### src/rtl/rf_dump_loader.sv
// rf_dump_loader: sequential dump/load engine for the register file.
// Streams all registers out, or fills registers 1..N-1 from a stream.
module rf_dump_loader #(
    parameter int NUM_REGS = 32,
    parameter int ADDR_W   = 5,
    parameter int DATA_W   = 32
) (
    input  logic              clk,
    input  logic              reset,
    input  logic              start_dump,
    input  logic              start_load,
    output logic              busy,
    output logic              done,
    output logic [ADDR_W-1:0] rf_read_addr,
    input  logic [DATA_W-1:0] rf_read_data,
    output logic              rf_write_en,
    output logic [ADDR_W-1:0] rf_write_addr,
    output logic [DATA_W-1:0] rf_write_data,
    output logic              dump_valid,
    input  logic              dump_ready,
    output logic [DATA_W-1:0] dump_data,
    output logic [ADDR_W-1:0] dump_index,
    input  logic              load_valid,
    output logic              load_ready,
    input  logic [DATA_W-1:0] load_data
);

    localparam logic [1:0] S_IDLE = 2'd0;
    localparam logic [1:0] S_DUMP = 2'd1;
    localparam logic [1:0] S_LOAD = 2'd2;
    localparam logic [1:0] S_FIN  = 2'd3;

    localparam logic [ADDR_W-1:0] LAST = ADDR_W'(NUM_REGS - 1);
    localparam logic [ADDR_W-1:0] ONE  = ADDR_W'(1);

    logic [1:0]        state_q, state_d;
    logic [ADDR_W-1:0] idx_q, idx_d;
    // Set once the last register is captured so idx cannot wrap to 0.
    logic              capd_q, capd_d;
    logic              dv_q, dv_d;
    logic [DATA_W-1:0] dd_q, dd_d;
    logic [ADDR_W-1:0] di_q, di_d;
    logic              wen_q, wen_d;
    logic [ADDR_W-1:0] waddr_q, waddr_d;
    logic [DATA_W-1:0] wdata_q, wdata_d;

    logic dump_xfer;
    logic load_xfer;
    logic can_cap;

    assign dump_xfer = dv_q & dump_ready;
    assign load_xfer = load_valid & (state_q == S_LOAD);
    assign can_cap   = (!dv_q || dump_xfer) && !capd_q;

    assign busy          = (state_q != S_IDLE);
    assign done          = (state_q == S_FIN);
    assign load_ready    = (state_q == S_LOAD);
    assign rf_read_addr  = (state_q == S_DUMP) ? idx_q : '0;
    assign rf_write_en   = wen_q;
    assign rf_write_addr = waddr_q;
    assign rf_write_data = wdata_q;
    assign dump_valid    = dv_q;
    assign dump_data     = dd_q;
    assign dump_index    = di_q;

    // Next-state logic for the sequencer, output register and write port.
    always_comb begin
        state_d = state_q;
        idx_d   = idx_q;
        capd_d  = capd_q;
        dv_d    = dv_q;
        dd_d    = dd_q;
        di_d    = di_q;
        wen_d   = 1'b0;
        waddr_d = waddr_q;
        wdata_d = wdata_q;
        unique case (state_q)
            S_IDLE: begin
                if (start_dump) begin
                    state_d = S_DUMP;
                    idx_d   = '0;
                    capd_d  = 1'b0;
                end else if (start_load) begin
                    state_d = S_LOAD;
                    idx_d   = ONE;
                end
            end
            S_DUMP: begin
                if (dump_xfer) begin
                    dv_d = 1'b0;
                    if (di_q == LAST) begin
                        state_d = S_FIN;
                    end
                end
                if (can_cap) begin
                    dv_d  = 1'b1;
                    dd_d  = rf_read_data;
                    di_d  = idx_q;
                    idx_d = idx_q + ONE;
                    if (idx_q == LAST) begin
                        capd_d = 1'b1;
                    end
                end
            end
            S_LOAD: begin
                if (load_xfer) begin
                    wen_d   = 1'b1;
                    waddr_d = idx_q;
                    wdata_d = load_data;
                    idx_d   = idx_q + ONE;
                    if (idx_q == LAST) begin
                        state_d = S_FIN;
                    end
                end
            end
            S_FIN: begin
                state_d = S_IDLE;
            end
            default: begin
                state_d = S_IDLE;
            end
        endcase
    end

    // State registers; reset also drops any pending write.
    always_ff @(posedge clk or negedge reset) begin
        if (!reset) begin
            state_q <= S_IDLE;
            idx_q   <= '0;
            capd_q  <= 1'b0;
            dv_q    <= 1'b0;
            dd_q    <= '0;
            di_q    <= '0;
            wen_q   <= 1'b0;
            waddr_q <= '0;
            wdata_q <= '0;
        end else begin
            state_q <= state_d;
            idx_q   <= idx_d;
            capd_q  <= capd_d;
            dv_q    <= dv_d;
            dd_q    <= dd_d;
            di_q    <= di_d;
            wen_q   <= wen_d;
            waddr_q <= waddr_d;
            wdata_q <= wdata_d;
        end
    end

endmodule

### config.mk
export PLATFORM = sky130hd
export DESIGN_NAME = rf_dump_loader
export DESIGN_NICKNAME = d
export VERILOG_FILES = /design/src/rtl/rf_dump_loader.sv
export SDC_FILE = /design/constraint.sdc
export NUM_CORES = 1
export LEC_CHECK = 0
export ABC_AREA = 1
export BUFFER_PORTS_ARGS = -buffer_cell sky130_fd_sc_hd__clkbuf_2
export CAP_MARGIN = 0
export CORE_ASPECT_RATIO = 0.75
export CORE_UTILIZATION = 34
export DETAILED_ROUTE_END_ITERATION = 12
export HOLD_SLACK_MARGIN = 0.05
export PLACE_DENSITY = 0.59
export SETUP_SLACK_MARGIN = 0.05
export SLEW_MARGIN = 20
export SYNTH_ARGS = -nofsm -noshare
export SYNTH_HDL_FRONTEND = slang
export SYNTH_SLANG_ARGS = --single-unit
### constraint.sdc
create_clock -name clk -period 2.7 [get_ports clk]
set_clock_uncertainty 0.1 [all_clocks]
set_input_delay 0.27 -clock clk [delete_from_list [all_inputs] [get_ports clk]]
set_output_delay 0.27 -clock clk [all_outputs]
set_load 0.005 [all_outputs]
# After elaboration in Yosys (flattened, before gate mapping)
# Cells that the tools add are included.
[totals] n_memories=0 out_inout_bits=84 inputBits=70 register_bits=84 rom_bits=0 wordCells=61 latchBits=0 ramBits=0
[classes] n_mux=21 bitwise=2 n_reduce_logical=15 shift=0 div_mod_pow=0 order_cmp=0 addsub=1 n_eq_ne=13 multipliers=0
[op_table] operator="2-to-1 mux 5 bit" count=5
[op_table] operator="one-hot mux 5 bit (3 select lines)" count=1
[op_table] operator="2-to-1 mux 2 bit" count=6
[op_table] operator="equality test 5 bit, second input constant" count=2
[op_table] operator="inequality test 2 x 1 -> 1 bit, second input constant" count=4
[op_table] operator="one-hot mux 2 bit (4 select lines)" count=1
[op_table] operator="AND reduction 4 bit" count=2
[op_table] operator="2-to-1 mux 1 bit" count=7
[op_table] operator="inequality test 2 bit, second input constant" count=3
[op_table] operator="AND reduction 2 bit" count=3
[op_table] operator="nonzero test 2 bit" count=3
[op_table] operator="adder 5 x 1 -> 5 bit, second input constant" count=1
[op_table] operator="AND reduction 5 bit" count=1
[op_table] operator="equality test 2 bit, second input constant" count=2
[op_table] operator="inequality test 3 bit, second input constant" count=1
[op_table] operator="nonzero test 3 bit" count=1
[op_table] operator="AND 1 bit" count=2
[op_table] operator="equality test 2 x 1 -> 1 bit, second input constant" count=1
[op_table] operator="logical NOT 1 bit" count=2
[op_table] operator="logical NOT 2 bit" count=1
[op_table] operator="one-hot mux 1 bit (2 select lines)" count=1
[op_table] operator="logical AND 1 bit" count=1
[op_table] operator="logical OR 1 bit" count=1

# Depth between registers and ports, before layout
[logic_depth] word_depth=5 mapped_depth=9 ltp_nobuf=9

# Least setup slack after synthesis
# No wires, ideal clock.
[synth_path] kind="reg-to-reg" startpoint="register idx_q[0]" endpoint="register state_q[0]" stages_incl_launch_ff=10 path_slack_ns=1.259 t_required_ns=2.483 n_path_buf=0 setup_ns=0.117 synth_period_minus_slack_ns=1.441 arrival_time_ns=1.225 path_cell_list="dfrtp_1 > ha_1 > nand2_1 > nor2_1 > ha_1 > nor2_1 > nor2_1 > nand2_1 > nand2_1 > nand2_1"
[synth_via] elab_chain_len=3
[synth_rtl] element="start: declaration" line="37" text="logic [ADDR_W-1:0] idx_q, idx_d;"
[synth_rtl] element="start signal: assignment" line="139" text="idx_q <= idx_d;"
[synth_rtl] element="equality test 5 bit" line="111" text="if (idx_q == LAST) begin"
[synth_rtl] element="inequality test 2 x 1 -> 1 bit (no source line)"
[synth_rtl] element="AND reduction 5 bit (no source line)"
[synth_rtl] element="end signal: assignment" line="138" text="state_q <= state_d;"
[synth_rtl] element="end: declaration" line="36" text="logic [1:0] state_q, state_d;"
# No other way between the ends.
# A chain may end at the register's enable or synchronous reset.

# Final worst setup path
[layout_path] startpoint="register state_q[1]" endpoint="output port rf_read_addr[0]"
[layout_via] elab_chain_len=2
[layout_rtl] element="equality test 2 x 1 -> 1 bit" line="58" text="assign rf_read_addr = (state_q == S_DUMP) ? idx_q : '0;"
[layout_rtl] element="2-to-1 mux 5 bit" line="58"
[layout_rtl] element="end: declaration" line="14" text="output logic [ADDR_W-1:0] rf_read_addr,"
# No other way between the ends.

==> flow_summary.ini <==
[status]
status = finished with violations
violations = design-rule violations

[worst_setup_path]
cp-startpoint = state_q[1]$_DFFE_PN0P_
slowest_stage = dfrtp_1
cp-start-kind = flip-flop
arrival_ns = 1.54
cp_cell_sequence = inv_1, ha_1, nand2_1, inv_1, clkbuf_2
rr_startpoint = state_q[1]$_DFFE_PN0P_
cp_num_buf_inv = 3
cp_slowest_stage_delay_ns = 0.42
cp_data_required_time_ns = 2.33
crit_type = reg -> out
endpoint_kind = output pin
cpMostUsedCell = inv_1
cp_top_family = flip-flops
path_max_fanout = 10

[cts]
clk_pin_slew_ns = 0.06
clock_latency_ns = 0.34
clock-sinks = 84
cts_made_buffers = 9
post_cts_buffers = 0
cts_tree = built
htree_levels = 3
clockBufferDepth = 2
cts-root-buf = clkbuf_16

[place]
dpl.hpwl_um = 5962
portBuffers = 153
routabilityCongestion = 0.7986
post-place-ws_ns = 0.9360
place_inst = 691

[timing]
maxSlewViolCount = 0
max_freq_mhz = 522.6
tightest_slew_ns = 0.7371
finalHoldViolations = 0
period_minus_slack_ns = 1.914
rsz0062_at_grt = false
fin_crit_sh_pct = 70.87
setup_violations = 0
setup_tns_ns = 0
setup_ws_ns = 0.7864
slew_headroom_pct = 50.86

[grt]
antenna_found_initial = 0
first_global_vias = 3116
grt_first_pass_wirelength_um = 14820
grt.overflow.total = 0
grt_start_max_net_pins = 67
grt_usage_pct = 17.39

[detailed_routing]
dr_total_vias = 3242
dr.pass1.iters = 11
drt-vias-per-instance = 4.311
wl_per_cell_um = 11.83
drt_iter0_drc = 199
drtAntennaViolNets = 0
drc = 1
wl_um = 8895

[floorplan]
die_y_um = 90.93
io_pins = 154
die_area_mm2 = 0.01096
rows = 32
start_util_pct = 34.97
fp.dieW_um = 120.6
coreArea_mm2 = 0.01025

[hold_path]
hp-start = rf_read_data[1]
holdCritPathClass = in -> reg

[pwr]
p_leak_nw = 3.007
powerDensity_mw_per_mm2 = 1023
total_power_mw = 5.339
peakVddDrop_uv = 410.5

[logic_synthesis]
synth-seq-cells = 84
synth_cell_types = 21
syn_area_per_cell_um2 = 8.638
synth_area_mm2 = 0.003585
synth_warnings = 0
synth_fp_nets = 492
ys_seq_area_share_pct = 58.64
syn_inst = 415

[layout]
final_cells = 752
diodes = 0
fillers = 999
drive_gt1_share_pct = 30.03
fin_util_pct = 50.94
layout.nets = 688
area_delta_synth_final_pct = 45.65

[run]
cap_viol_max_count = 0
## logic make-up after synthesis
logic type	synth area share, %
flip-flops	58.64
buffers and inverters	8.935
AND/OR/NAND/NOR	22.09
adder cells (fa/ha/maj)	2.443
AO/OA/AOI/OAI	7.888
## flip-flops by register name (all words and copies together) (netlist names)
name / flops
dump_data: 32
rf_write_data: 32
dump_index: 5
idx_q: 5
rf_write_addr: 5
state_q: 2
capd_q: 1
dump_valid: 1
rf_write_en: 1
## timing repair
item / 4_1_cts / 5_1_grt
endpoints found under the hold margin: 100 / 0
gates resized for setup: 0 / 0
hold buffers: 45 / 0
## layout make-up
type / count / area, um^2 / area share, %
repair buffers: 201 / 1266 / 24.25
clock buffers: 10 / 239.0 / 4.577
multi-input cells: 259 / 1162 / 22.26
clock inverters: 6 / 71.32 / 1.366
inverters: 56 / 210.2 / 4.026
well taps: 136 / 170.2 / 3.259
flip-flops and latches: 84 / 2102 / 40.26
## worst paths after layout
| kind | endpoint | slack (ns) | cells past startpoint |
|---|---|---|---|
| worst max-delay path | rf_read_addr[0] | 0.79 | 5 |
| worst min-delay path | dump_data[1]$_DFFE_PN0P_ | 0.06 | 3 |
| worst max register to register | dump_data[22]$_DFFE_PN0P_ | 0.91 | 6 |
| worst min register to register | dump_data[14]$_DFFE_PN0P_ | 0.38 | 2 |
| max in group asynchronous | dump_index[4]$_DFFE_PN0P_ | 1.43 | 3 |
| min in group asynchronous | rf_write_data[13]$_DFFE_PN0P_ | 0.44 | 2 |
## worst reg2reg max path: stages, from the launching register on
cell	delay (ns)
dfrtp_1	0.42
inv_1	0.10
ha_1	0.41
nand3_4	0.21
buf_12	0.25
nand2_1	0.14
o21ai_2	0.05
## cells in the final DEF, fill, tap and decap left out, types with 2 or more instances in the layout
cell type,instances
o21ai_0,18
nand2_1,184
o21ai_1,20
dlygate4sd3_1,45
inv_1,55
buf_12,2
clkbuf_16,9
nor2_1,10
clkbuf_2,152
clkinv_4,2
dfrtp_1,84
ha_1,7
nand3_1,4
clkinvlp_4,2
o21ai_2,10
buf_4,2
## per-layer routing
metal  vias to the layer above  track usage (%)  share of wire (%)
li1                       1641                -                  -
met1                      1506            21.03                 44
met2                        85            29.50                 50
met3                        10            4.798                4.6
met4                         0            6.379                1.6
met5                         -                0                  0
## per-stage QoR
stage / hold WS [ns] / cell area [um^2]
floorplan: -0.1256 / 3585
global placement: 0.2851 / 4461
detailed placement: 0.2938 / 4461
CTS: 0.05087 / 5221
global route: 0.05696 / 5221
finish: 0.05567 / 5221
## synthesized netlist by cell type
cell type / number / area [um^2]
or2_1: 1 / 6.260
buf_4: 1 / 7.510
nand4_1: 1 / 6.260
buf_6: 5 / 56.30
o21ai_2: 10 / 87.58
nand2_2: 1 / 6.260
inv_1: 55 / 206.5
clkbuf_1: 3 / 11.26
nor2_1: 10 / 37.54
dfrtp_1: 84 / 2102
clkbuf_2: 1 / 5.000
a21oi_1: 1 / 5.000
ha_1: 7 / 87.58
nor3b_1: 1 / 7.510
o21ai_0: 18 / 90.09
nand3_1: 4 / 20.02
nand2_1: 184 / 690.7
o21ai_1: 20 / 100.1
nand3_4: 1 / 17.52
inv_2: 1 / 3.750
buf_2: 6 / 30.03
## where the power goes
| part | switching [mW] | leakage, nW | internal [mW] | total [mW] |
|---|---|---|---|---|
| logic | 1.09 | 1.80 | 0.854 | 1.95 |
| registers | 0.333 | 1.07 | 1.80 | 2.13 |
| clock network | 0.511 | 0.145 | 0.748 | 1.26 |
Note: power is estimated with default switching activity, not from simulation.
